File: src/rtl/rr_mux_arbiter_pkg.sv
// rr_mux_arbiter_pkg: state encoding shared by the round-robin mux arbiter
package rr_mux_arbiter_pkg;
    typedef enum logic {IDLE = 1'b0, GRANT = 1'b1} state_t;
endpackage

File: src/rtl/mux_generic_1bit.sv
// mux_generic_1bit: n-to-1 single-bit multiplexer
module mux_generic_1bit #(
    parameter int n = 4
) (
    input  logic [n-1:0]         w,
    input  logic [$clog2(n)-1:0] sel,
    output logic                 f
);
    assign f = w[sel];
endmodule

File: src/rtl/rr_mux_arbiter.sv
// rr_mux_arbiter: round-robin arbiter sequencing the select of a shared 1-bit mux
module rr_mux_arbiter
    import rr_mux_arbiter_pkg::*;
#(
    parameter int N        = 4,
    parameter int HOLD_MAX = 4
) (
    input  logic                 clk,
    input  logic                 reset,
    input  logic [N-1:0]         req,
    input  logic [N-1:0]         w,
    output logic [N-1:0]         grant,
    output logic [$clog2(N)-1:0] sel,
    output logic                 valid,
    output logic                 f
);
    localparam int SW = $clog2(N);
    localparam int HW = HOLD_MAX > 1 ? $clog2(HOLD_MAX) : 1;
    state_t          state_q, state_d;
    logic [N-1:0]    grant_q, grant_d;
    logic [SW-1:0]   sel_q, sel_d, last_q, last_d, base, idx, cand;
    logic [HW-1:0]   hold_q, hold_d;
    logic            valid_q, valid_d, cand_found, hold_sat, release_w, mux_f;
    logic [N-1:0]    mask, cand_oh;
    // The owner's own bit is masked out, so in IDLE (grant zero) the full req is searched
    assign mask      = req & ~grant_q;
    assign base      = state_q == GRANT ? sel_q : last_q;
    assign hold_sat  = hold_q == HW'(HOLD_MAX - 1);
    assign release_w = state_q == GRANT && (!req[sel_q] || (hold_sat && |mask));
    assign cand_oh   = {{(N-1){1'b0}}, 1'b1} << cand;
    // Descending scan so the nearest index after base is the one that sticks
    always_comb begin
        cand_found = 1'b0;
        cand = '0;
        idx = '0;
        for (int k = N; k >= 1; k--) begin
            idx = SW'((int'(base) + k) % N);
            if (mask[idx]) begin
                cand_found = 1'b1;
                cand = idx;
            end
        end
    end
    always_comb begin
        state_d = state_q;
        grant_d = grant_q;
        sel_d   = sel_q;
        valid_d = valid_q;
        last_d  = last_q;
        hold_d  = hold_sat ? hold_q : hold_q + 1'b1;
        if (state_q == IDLE) begin
            hold_d = '0;
            if (cand_found) begin
                state_d = GRANT;
                grant_d = cand_oh;
                sel_d   = cand;
                valid_d = 1'b1;
            end
        end else if (release_w) begin
            last_d  = sel_q;
            hold_d  = '0;
            state_d = cand_found ? GRANT : IDLE;
            grant_d = cand_found ? cand_oh : '0;
            sel_d   = cand_found ? cand : sel_q;
            valid_d = cand_found;
        end
    end
    always_ff @(posedge clk) begin
        if (reset) begin
            state_q <= IDLE;
            grant_q <= '0;
            sel_q   <= '0;
            valid_q <= 1'b0;
            hold_q  <= '0;
            last_q  <= SW'(N - 1);
        end else begin
            state_q <= state_d;
            grant_q <= grant_d;
            sel_q   <= sel_d;
            valid_q <= valid_d;
            hold_q  <= hold_d;
            last_q  <= last_d;
        end
    end
    mux_generic_1bit #(.n(N)) u_mux (
        .w  (w),
        .sel(sel_q),
        .f  (mux_f)
    );
    assign grant = grant_q;
    assign sel   = sel_q;
    assign valid = valid_q;
    assign f     = mux_f & valid_q;
endmodule

File: config.mk
export PLATFORM = sky130hd
export DESIGN_NAME = rr_mux_arbiter
export DESIGN_NICKNAME = d
export VERILOG_FILES = /design/src/rtl/rr_mux_arbiter_pkg.sv /design/src/rtl/mux_generic_1bit.sv /design/src/rtl/rr_mux_arbiter.sv
export SDC_FILE = /design/constraint.sdc
export NUM_CORES = 1
export LEC_CHECK = 0
export BUFFER_PORTS_ARGS = -buffer_cell sky130_fd_sc_hd__buf_2
export CORE_AREA = 4 4 41 43
export CTS_CLUSTER_SIZE = 20
export DETAILED_ROUTE_END_ITERATION = 10
export DIE_AREA = 0 0 45 47
export GPL_ROUTABILITY_DRIVEN = 0
export PLACE_DENSITY = 0.78
export SLEW_MARGIN = 40
export SYNTH_ARGS = -nofsm -noshare
export SYNTH_HDL_FRONTEND = slang
export SYNTH_SLANG_ARGS = --single-unit
export TNS_END_PERCENT = 20
File: constraint.sdc
create_clock -name clk -period 4.1 [get_ports clk]
set_input_delay 0.41 -clock clk [delete_from_list [all_inputs] [get_ports clk]]
set_output_delay 0.41 -clock clk [all_outputs]
set_load 0.05 [all_outputs]
### Word-level counts from Yosys, hierarchy flattened

Index checks and enable logic that the tools add are counted.

* register bits after elaboration: 12
* input bits: 10
* output and inout bits: 8
* word-level logic and storage cells: 66

* add/sub/neg operators: 5
* $lt $le $gt $ge: 5
* equality and inequality tests: 2
* shift operators: 1
* mux-type cells: 34
* bitwise gates (word level): 4
* reductions and logical operators: 9

Operator list (count)
* $mux 1: 16
* $mux 2: 8
* $mux 4: 4
* $lt 2x3->1 const B: 5
* $bmux 1 s2: 6
* $add 2x1->2 const B: 3
* $add 2x2->2 const B: 2
* $and 4x4->4: 1
* $not 4->4: 1
* $reduce_and 2->1: 2
* $reduce_or 4->1: 1
* $shl 1x2->4 const A: 1
* $reduce_or 3->1: 1
* $eq 2x2->1 const B: 1
* $logic_and 1x1->1: 2
* $ne 2x1->1 const B: 1
* $reduce_bool 2->1: 1
* $and 1x1->1: 1
* $logic_not 1->1: 1
* $logic_or 1x1->1: 1
* $not 1->1: 1

### Logic depth before layout (Yosys ltp)

* depth in word-level cells: 12
* gate-level depth with buffers: 6
* depth with buffers taken out: 6

### Hierarchy

Synthesis repeated with hierarchy kept, for this count alone.

* cell total of the unflattened synthesis: 70
* area, all modules: 698.2 sq um

By module, submodules not included
* rr_mux_arbiter: times used 1, cells each 69, area an instance 675.6 sq um, seq. area each 240.2 sq um
* mux_generic_1bit: times used 1, cells each 1, area an instance 22.5 sq um, seq. area each 0.0 sq um

### Least setup slack after synthesis

Ideal clock, no wire load.

* path type: reg2out
* start: reg sel_q[0], in the netlist sel[0]
* end: out f
* arrival: 1643 ps
* required time: 3690 ps
* path slack: 2047 ps
* cell stages (with the launch flop): 3
* path buffers: 0
* path through: dfxtp_1 > mux4_1 > and2_1

* longest elaborated chain between the ends: 3

RTL lines
* start: declaration: line rr_mux_arbiter.sv:21 `logic [SW-1:0] sel_q, sel_d, last_q, last_d, base, idx, cand;`
* start signal: assignment: line rr_mux_arbiter.sv:79 `sel_q <= sel_d;`
* $bmux 1 s2: line mux_generic_1bit.sv:9 `assign f = w[sel];`
* $mux 1 (implied by the code): line mux_generic_1bit.sv:9
* $and 1x1->1: line rr_mux_arbiter.sv:93 `assign f = mux_f & valid_q;`
* end: declaration: line rr_mux_arbiter.sv:15 `output logic f`

Every way passes these cells. The select of a mux whose other input is x is not followed.

### Final worst setup path

Same ends and word-level chain as after synthesis.

==> impl_results.md <==
* Result of the run: finished clean
* Detailed-router iteration count before antenna repair at 4
* Initial Util at 0.525
* Highest clock rate at 479 MHz
* Count of vias placed by the detailed router at 620
* Later-pin clock latency in the skew report at 0.27 ns
* Post-synth EDFFs at 0
* Area share of the leading cell type in the synthesized netlist at 0.352
* Highest ir drop seen on vdd at 0.377 mV
* Total of cells resized after clock tree synthesis at 0
* Remaining routing DRC violations at 0
* Floorplan row count at 13
* Post-CTS Setup Repair Bufs at 0
* DP Area at 778 um2
* Number of ports placed on the die boundary at 18
* Via count of the first global-routing pass at 554
* Sum of routed wire length over all layers at 1530 um
* Type of the worst min-delay path: in -> reg
* Initial DRC count at 25
* Max Transition Viols Final at 0
* Horizontal extent of the die at 45 um
* Synthesis-to-finish area growth at 19.2%
* Power per cell area at 703 mW/mm2
* Worst-path clk slew at 0.07 ns
* Most used standard cell by instance count after synthesis: sky130_fd_sc_hd__dfxtp_1
* Clock buffer depth at 2
* Cell at the root of the clock tree: sky130_fd_sc_hd__clkbuf_4
* Y dimension of the die at 47 um
* Post-synthesis instance total at 71
* Data arrival time at the worst-slack endpoint at 1.68 ns
* Ranking of synthesized cells by area: sky130_fd_sc_hd__dfxtp_1 (35%), sky130_fd_sc_hd__a22o_1 (5.1%), sky130_fd_sc_hd__nand2b_1 (4.6%)
* Area of the die at 0.00212 mm2
* Crit path time final at 2.09 ns
* Final net count at 102
* Required time worst endpoint at 3.69 ns
* Seq pwr share at 0.326
* Path type of the worst setup path: reg -> out
* Hold buffer count at CTS at 0
* Ratio of cells with drive above 1 in the final layout at 0.289
* Diode insertion count for antenna repair at 0
* Per-cell via count in the routed design at 5.90
* Post-synthesis register bit count at 12
* Slew at the pin with the worst max-slew slack at 0.397 ns
* Cell Area, Synth at 683 um2
* Initial antenna violation count at 0
* Power spent charging and discharging nets at 266 uW
* Top post-synthesis cells by count: sky130_fd_sc_hd__dfxtp_1 (12), sky130_fd_sc_hd__inv_1 (5), sky130_fd_sc_hd__nand2b_1 (5), sky130_fd_sc_hd__nor2b_1 (5)
* Overflow left after global routing at 0
* Synthesis warning total at 0
* Switching Share at 0.465
* Fraction of power consumed by combinational cells at 0.513
* Maximum capacitance violations at 0
* Utilization after layout at 0.626
* Setup crit end kind: output pin
* Fraction of registers with async set/reset at 0
* Hold Fails Final Rpt at 0
* Cell type with the largest total area after synthesis: sky130_fd_sc_hd__dfxtp_1
* Global-route wire length before repair at 2690 um
* Reg-to-reg setup timing slack at 2.31 ns
* Post-DP HPWL at 1200 um
* Top_reg_cell synth: sky130_fd_sc_hd__dfxtp_1
* Final routed wire length divided by cell count at 14.6 um
* Setup WS post-layout at 2.01 ns
* Part of the Yosys area used for sequential elements at 0.352
* Slew headroom at 0.735
* Average size of a mapped cell at 9.62 um2
* Worst Setup Slack post-DPL at 2.31 ns
* Core region area at 0.00130 mm2
* Top fanout value on the critical path at 6
* Total routing resource utilization after global routing at 0.177
* Worst clock skew on the final layout at 0.00142 ns
* Unique masters post-synth at 33
* TritonCTS Buffers at 3
* Sink Count at 12
* Setup_tns at 0 ns
* Antenna Nets Post-Route at 0
* TritonCTS clock tree: done
* Unrepaired setup endpoints after global routing: no
* Post-Syn Nets at 82
* H-tree Lvls at 1
* Port bufs at 17
* Startpoint kind of the worst setup timing path: register
* Internal power component at 306 uW
* Largest net degree at the start of global routing at 10
* Share of the cycle needed by the critical path after routing at 0.510
* Clock power frac at 0.161
* Finished Cell Area at 815 um2
* Count of endpoints failing setup in the final report at 0
* Static Leak at 0.000386 uW
==> cells in the final DEF, fill, tap and decap left out, types with 2 or more instances in the layout <==
cell                       netlist  routed
sky130_fd_sc_hd__nor2_1          4       4
sky130_fd_sc_hd__dfxtp_1        12      12
sky130_fd_sc_hd__a21oi_1         3       3
sky130_fd_sc_hd__buf_2           1      17
sky130_fd_sc_hd__a211o_1         2       2
sky130_fd_sc_hd__nand2b_1        5       5
sky130_fd_sc_hd__nor2b_1         5       5
sky130_fd_sc_hd__nand3_1         2       2
sky130_fd_sc_hd__a22o_1          4       4
sky130_fd_sc_hd__nand2_1         3       3
sky130_fd_sc_hd__mux2i_1         3       3
sky130_fd_sc_hd__clkbuf_4        0       3
sky130_fd_sc_hd__and2_1          2       2
sky130_fd_sc_hd__inv_1           5       5
==> final cells by class <==
type	count	area, um2
fillers	115	487
multi-input cells	52	415
flip-flops and latches	12	240
repair buffers	17	85.1
clock buffers	4	36.3
inverters	5	18.8
well taps	15	18.8
==> worst max-delay path, stage by stage (launching register included) <==
cell	delay [ns]
sky130_fd_sc_hd__dfxtp_1	0.47
sky130_fd_sc_hd__mux4_1	0.57
sky130_fd_sc_hd__and2_1	0.16
sky130_fd_sc_hd__buf_2	0.20
==> per-stage QoR <==
step	cells	hold WS [ns]	total power (uW)
2_1_floorplan	71	0.468	417
3_3_place_gp	101	0.477	474
3_5_place_dp	101	0.485	480
4_1_cts	105	0.397	574
5_1_grt	105	0.433	610
6_report	105	0.407	572
==> layer usage <==
metal | track usage | wire length, um | vias up
met3 | 0.0345 | 79 | 6
met1 | 0.232 | 681 | 285
li1 | - | - | 307
met4 | 0.0877 | 27 | 0
met2 | 0.280 | 743 | 22
met5 | 0 | 0 | -
==> power by group through the flow <==
stage | combinational (uW) | sequential [uW] | clock [uW]
3_5_place_dp | 291 | 189 | 0
5_1_grt | 319 | 192 | 100
6_report | 294 | 186 | 92.2
3_3_place_gp | 287 | 188 | 0
4_1_cts | 294 | 186 | 94.3
2_1_floorplan | 162 | 255 | 0
==> kinds of logic (layout without fill, tap and decap cells) <==
family / count (synthesis) / after routing / synth area share
simple gates: 27 / 27 / 0.231
compound gates: 17 / 17 / 0.211
flops: 12 / 12 / 0.352
buf+inv: 7 / 26 / 0.0403
mux: 6 / 6 / 0.136
fa+ha+maj: 1 / 1 / 0.0183
xor+xnor: 1 / 1 / 0.0128
==> worst paths after layout <==
kind / from / to / depth (start not counted)
min reg2reg: valid / valid / 2
min: reset / sel[1] / 2
max reg2reg: sel[0] / last_q[0] / 4
max: sel[0] / f / 3
==> sequential cells by signal, summed over array words and instances (netlist names) <==
register,flops
sel,2
state_q,1
valid,1
last_q,2
grant,4
hold_q,2
Power figures use the tool's default switching activity.
